`src/rtl/riscv_arb_mux_pkg.sv`:
```
// Shared constants and types for the arbitrated mux.
// XLEN default word width, ARB_N_MAX channel limit, output stage state.
package riscv_arb_mux_pkg;

  localparam int XLEN      = 32;
  localparam int ARB_N_MAX = 16;

  typedef enum logic {
    OUT_EMPTY = 1'b0,
    OUT_FULL  = 1'b1
  } out_state_e;

endpackage

```
`src/rtl/riscv_rr_arbiter.sv`:
```
// Combinational round-robin arbiter: first request at or after ptr.
// Ports: req[N], ptr -> gnt_idx, gnt_vld (no clock).
module riscv_rr_arbiter
  import riscv_arb_mux_pkg::*;
#(
  parameter int N = 2,
  localparam int IW = $clog2(N)
) (
  input  logic [N-1:0]  req,
  input  logic [IW-1:0] ptr,
  output logic [IW-1:0] gnt_idx,
  output logic          gnt_vld
);

  if (N < 2 || N > ARB_N_MAX) begin : g_bad_n
    $error("riscv_rr_arbiter: N out of range");
  end

  logic [2*N-1:0] dbl;
  logic [2*N-1:0] rot;
  int             sum;

  // Rotating the doubled vector puts ptr at bit 0; the lowest
  // set bit among the first N is the offset of the winner.
  always_comb begin
    dbl     = {req, req};
    rot     = dbl >> ptr;
    gnt_idx = '0;
    gnt_vld = 1'b0;
    sum     = 0;
    for (int i = N - 1; i >= 0; i--) begin
      if (rot[i]) begin
        gnt_vld = 1'b1;
        sum     = int'(ptr) + i;
        if (sum >= N) sum = sum - N;
        gnt_idx = IW'(sum);
      end
    end
  end

endmodule

```
`src/rtl/riscv_arb_mux.sv`:
```
// N-channel round-robin mux with valid/ready and one output register.
// Ports: i_clk, i_rst (async high), i_mux_concat_data, i_mux_valid,
// o_mux_ready, o_mux_data, o_mux_valid, i_mux_ready, o_mux_grant_idx.
// Option RISCV_ARB_MUX_LOCK_EN adds i_mux_last for per-packet grants.
module riscv_arb_mux
  import riscv_arb_mux_pkg::*;
#(
  parameter int N_MUX_IN = 2,
  parameter int DATA_W   = XLEN,
  localparam int IW = $clog2(N_MUX_IN)
) (
  input  logic                         i_clk,
  input  logic                         i_rst,
  input  logic [N_MUX_IN*DATA_W-1:0]   i_mux_concat_data,
  input  logic [N_MUX_IN-1:0]          i_mux_valid,
`ifdef RISCV_ARB_MUX_LOCK_EN
  input  logic [N_MUX_IN-1:0]          i_mux_last,
`endif
  output logic [N_MUX_IN-1:0]          o_mux_ready,
  output logic [DATA_W-1:0]            o_mux_data,
  output logic                         o_mux_valid,
  input  logic                         i_mux_ready,
  output logic [IW-1:0]                o_mux_grant_idx
);

  out_state_e          state;
  logic [IW-1:0]       rr_ptr;
  logic [IW-1:0]       next_ptr;
  logic [IW-1:0]       grant;
  logic                gnt_vld;
  logic                can_accept;
  logic                accept;
  logic                adv;
  logic [N_MUX_IN-1:0] arb_req;
  logic [DATA_W-1:0]   sel_data;

`ifdef RISCV_ARB_MUX_LOCK_EN
  logic          lock_vld;
  logic [IW-1:0] lock_idx;

  // While locked only the owner may compete; its dropped valid
  // simply yields a bubble.
  always_comb begin
    arb_req = i_mux_valid;
    if (lock_vld) begin
      arb_req           = '0;
      arb_req[lock_idx] = i_mux_valid[lock_idx];
    end
  end

  assign adv = i_mux_last[grant];
`else
  assign arb_req = i_mux_valid;
  assign adv     = 1'b1;
`endif

  riscv_rr_arbiter #(
    .N (N_MUX_IN)
  ) u_arb (
    .req     (arb_req),
    .ptr     (rr_ptr),
    .gnt_idx (grant),
    .gnt_vld (gnt_vld)
  );

  assign o_mux_valid = (state == OUT_FULL);
  assign can_accept  = !o_mux_valid || i_mux_ready;
  assign accept      = gnt_vld && can_accept;
  assign sel_data    =
    i_mux_concat_data[DATA_W*int'(grant) +: DATA_W];

  // Explicit wrap keeps non-power-of-2 channel counts in range.
  assign next_ptr = (grant == IW'(N_MUX_IN - 1)) ?
                    '0 : grant + 1'b1;

  always_comb begin
    o_mux_ready = '0;
    if (accept) o_mux_ready[grant] = 1'b1;
  end

  always_ff @(posedge i_clk or posedge i_rst) begin
    if (i_rst) begin
      state           <= OUT_EMPTY;
      o_mux_data      <= '0;
      o_mux_grant_idx <= '0;
      rr_ptr          <= '0;
`ifdef RISCV_ARB_MUX_LOCK_EN
      lock_vld        <= 1'b0;
      lock_idx        <= '0;
`endif
    end else if (accept) begin
      state           <= OUT_FULL;
      o_mux_data      <= sel_data;
      o_mux_grant_idx <= grant;
      if (adv) rr_ptr <= next_ptr;
`ifdef RISCV_ARB_MUX_LOCK_EN
      lock_vld        <= !adv;
      lock_idx        <= grant;
`endif
    end else if (o_mux_valid && i_mux_ready) begin
      state <= OUT_EMPTY;
    end
  end

endmodule
```
`config.mk`:
```
export PLATFORM = sky130hd
export DESIGN_NAME = riscv_arb_mux
export DESIGN_NICKNAME = d
export VERILOG_FILES = /design/src/rtl/riscv_arb_mux_pkg.sv /design/src/rtl/riscv_rr_arbiter.sv /design/src/rtl/riscv_arb_mux.sv
export SDC_FILE = /design/constraint.sdc
export NUM_CORES = 1
export LEC_CHECK = 0
export ABC_AREA = 1
export BUFFER_PORTS_ARGS = -buffer_cell sky130_fd_sc_hd__buf_2
export CAP_MARGIN = 5
export CORE_UTILIZATION = 42
export DETAILED_ROUTE_END_ITERATION = 7
export GPL_ROUTABILITY_DRIVEN = 1
export HOLD_SLACK_MARGIN = 0.12
export PLACE_DENSITY = 0.79
export SYNTH_ARGS = -nofsm -noshare
export SYNTH_HDL_FRONTEND = slang
export SYNTH_SLANG_ARGS = --single-unit
```
`constraint.sdc`:
```
create_clock -name i_clk -period 1.45 [get_ports i_clk]
set_input_delay 0.2175 -clock i_clk [delete_from_list [all_inputs] [get_ports i_clk]]
set_output_delay 0.2175 -clock i_clk [all_outputs]
set_load 0.02 [all_outputs]
```
==> run_results.csv <==
group,metric,value,unit
critical_path,reg2reg_from,"o_mux_valid$_DFFE_PP0P_",
global_routing,grt_pass1_wl,8260,µm
status,status,"finished, final reports clean",
critical_path,cp-start-kind,"flip-flop",
layout,instances_no_fill,356,
layout,final_nets,378,
critical_path,crit_fanout,3,
drt,wl_per_cell,13.9,µm
logic_synthesis,async_flop_share,100,%
critical_path,slowest_delay,390,ps
sta,slew_viol_final,0,
power_and_ir_drop,vdd_drop_max,688,µV
global_routing,antenna_found_initial,0,
clock_tree,cts_tree,"done",
clock_tree,cts.sinks,35,
floorplan,start_util,45.1,%
logic_synthesis,synth-seq-cells,35,
layout,final_layout_size_suffix_gt1_share,43.8,%
logic_synthesis,syn_area,0.00170,mm²
sta,finalCritPeriodShare,96.7,%
critical_path,cpMaxStageDelayCell,"dfrtp_1",
layout,n_antenna_cell,0,
critical_path,worstPathArrival,1190,ps
logic_synthesis,synth_nets,269,
place,pre_cts_slack,16.5,ps
logic_synthesis,synthFlopType,"dfrtp_1",
drt,drtIter0Drc,73,
layout,syn_to_final_growth,43.0,%
clock_tree,cts_buffer_depth,2,
place,dp_hpwl,3420,µm
critical_path,reg2reg_slack,140,ps
floorplan,ioPinCount,105,
sta,fmax,713,MHz
sta,skew,4.38,ps
floorplan,die_h,65.6,µm
logic_synthesis,ys_warn_count,0,
min_path,hp-start,"i_mux_concat_data[11]",
critical_path,end_kind,"output pin",
logic_synthesis,synth_most_common_cell,"nand3_1",
critical_path,crit_type,"flip-flop to output pin",
critical_path,path_cells,"inv_2 > nor2_4 > nor2_4 > nand2_2 > inv_2 > buf_6",
clock_tree,clkTransAtPathRegs,60,ps
logic_synthesis,seq_area_frac_synth,51.5,%
sta,rsz0062_at_grt,"yes",
clock_tree,h-tree-depth,2,
logic_synthesis,syn_area_per_cell,8.50,µm²
sta,fin_ws,47.3,ps
drt,route.detailed.drc,0,
floorplan,core,0.00377,mm²
drt,drtAntennaViolNets,0,
power_and_ir_drop,p_leak,1.29,nW
floorplan,die_w,65.6,µm
logic_synthesis,synth_common_cells,"nand3_1 (64), dfrtp_1 (35), nand2_1 (35), nand4_1 (32), buf_2 (12)",
sta,finalHoldViolations,0,
sta,period_needed,1400,ps
drt,wl,4940,µm
clock_tree,clk_latency,280,ps
global_routing,overflow,0,
critical_path,worstReg2RegEnd,"o_mux_data[12]$_DFFE_PP0N_",
drt,avgViaCountPerCell,5.44,
drt,vias,1938,
logic_synthesis,synthTopCellsByArea,"dfrtp_1 (52%), nand3_1 (19%), nand4_1 (12%)",
place,placedCellCount,344,
logic_synthesis,synth_edf_count,0,
clock_tree,root_buffer,"clkbuf_8",
sta,relSlewSlack,77.0,%
floorplan,rows,22,
logic_synthesis,synthCells,200,
place,io_buffers,104,
sta,worst_pin_slew,346,ps
global_routing,grt_util_all_layers,25.4,%
min_path,hold_path_end,"o_mux_data[11]$_DFFE_PP0N_",
logic_synthesis,synth_top_area_share,51.5,%
logic_synthesis,synth_top_area_cell,"dfrtp_1",
global_routing,grt_pass1_vias,1812,
job,cap_violations,0,
logic_synthesis,yosysUniqueCellTypes,14,
place,gp_congestion,0.738,
floorplan,fp.dieArea,0.00430,mm²
min_path,hold_class,"input pin to flip-flop",
sta,final-setup-viol-count,0,
global_routing,grt_start_max_net_pins,34,
power_and_ir_drop,powerDensity,1130,mW/mm²
clock_tree,cts_buffers,5,
drt,drt_first_pass_iters,4,
critical_path,r2r_cells,7,
min_path,hold_depth,3,
critical_path,worstPathRequired,1230,ps
## cells by family after synthesis
logic type / count (synthesis) / synth area share [%]
compound gates: 3 / 1.10
buf+inv: 24 / 6.41
flops: 35 / 51.5
simple gates: 138 / 40.9
## worst max-delay path by stage
| stage | cells after the start | from | slack (ps) | to |
|---|---|---|---|---|
| after floorplan | 5 | rr_ptr$_DFFE_PP0N_ | 240 | o_mux_ready[1] |
| after global placement | 6 | o_mux_valid$_DFFE_PP0P_ | 40 | o_mux_ready[0] |
| after detailed placement | 6 | o_mux_valid$_DFFE_PP0P_ | 20 | o_mux_ready[0] |
| after CTS | 6 | o_mux_valid$_DFFE_PP0P_ | 4 | o_mux_ready[0] |
| after global routing | 6 | o_mux_valid$_DFFE_PP0P_ | -20 | o_mux_ready[0] |
| final | 6 | o_mux_valid$_DFFE_PP0P_ | 50 | o_mux_ready[0] |
## cell usage in the layout (no fill, tap or decap), types with 2 or more instances in the layout
cell        n
buf_2     103
buf_4      14
clkbuf_8    5
dfrtp_1    35
inv_1       3
inv_2       2
nand2_1    34
nand2_2     3
nand3_1    64
nand4_1    32
nor2_4      3
o21ai_0     2
## power breakdown
| part | total (mW) | leakage, nW | switching [mW] | internal [mW] |
|---|---|---|---|---|
| clock | 0.619 | 0.0371 | 0.300 | 0.319 |
| sequential | 1.22 | 0.422 | 0.0833 | 1.14 |
| combinational | 0.901 | 0.832 | 0.564 | 0.337 |
## critical path: cells and delay by family, from the launching register on
kind,cells,cell delay [ps]
buffers and inverters,3,220
flip-flops,1,390
AND/OR/NAND/NOR,3,300
## area by class of cell
cell class	instances	area [µm²]
clock buffer	6	72.6
inverter	5	18.8
timing repair buffer	120	662
multi-input combinational	142	741
sequential	35	876
fill	332	1340
tap	48	60.1
## repair_timing
action	in CTS	in global routing
endpoints found under the hold margin	35	0
endpoints found under the setup margin	2	2
setup buffers	3	1
hold buffers	1	0
pin swaps	1	3
gates cloned	1	0
resized for setup	3	6
## registers in the layout (all words and copies together), names as in the netlist
signal,flops
o_mux_data,32
o_mux_grant_idx,1
o_mux_valid,1
rr_ptr,1
## per-stage QoR
stage	setup TNS (ps)	util (%)	total power, mW	hold WS (ps)	area [µm²]
3_3_place_gp	0	60.6	2.09	249	2280
6_report	0	64.4	2.74	171	2430
5_1_grt	-18.8	64.4	2.91	159	2430
3_5_place_dp	0	60.6	2.11	258	2280
2_1_floorplan	0	-	1.75	340	1700
4_1_cts	0	63.9	2.76	168	2410
## per-layer routing
metal | global-route usage [%] | part of all wire [%]
met3 | 6.94 | 8.2
met1 | 31.8 | 41
met4 | 5.98 | 1.3
met2 | 43.2 | 49
met5 | 0 | 0
No activity file was read; power rests on OpenSTA's default activity.
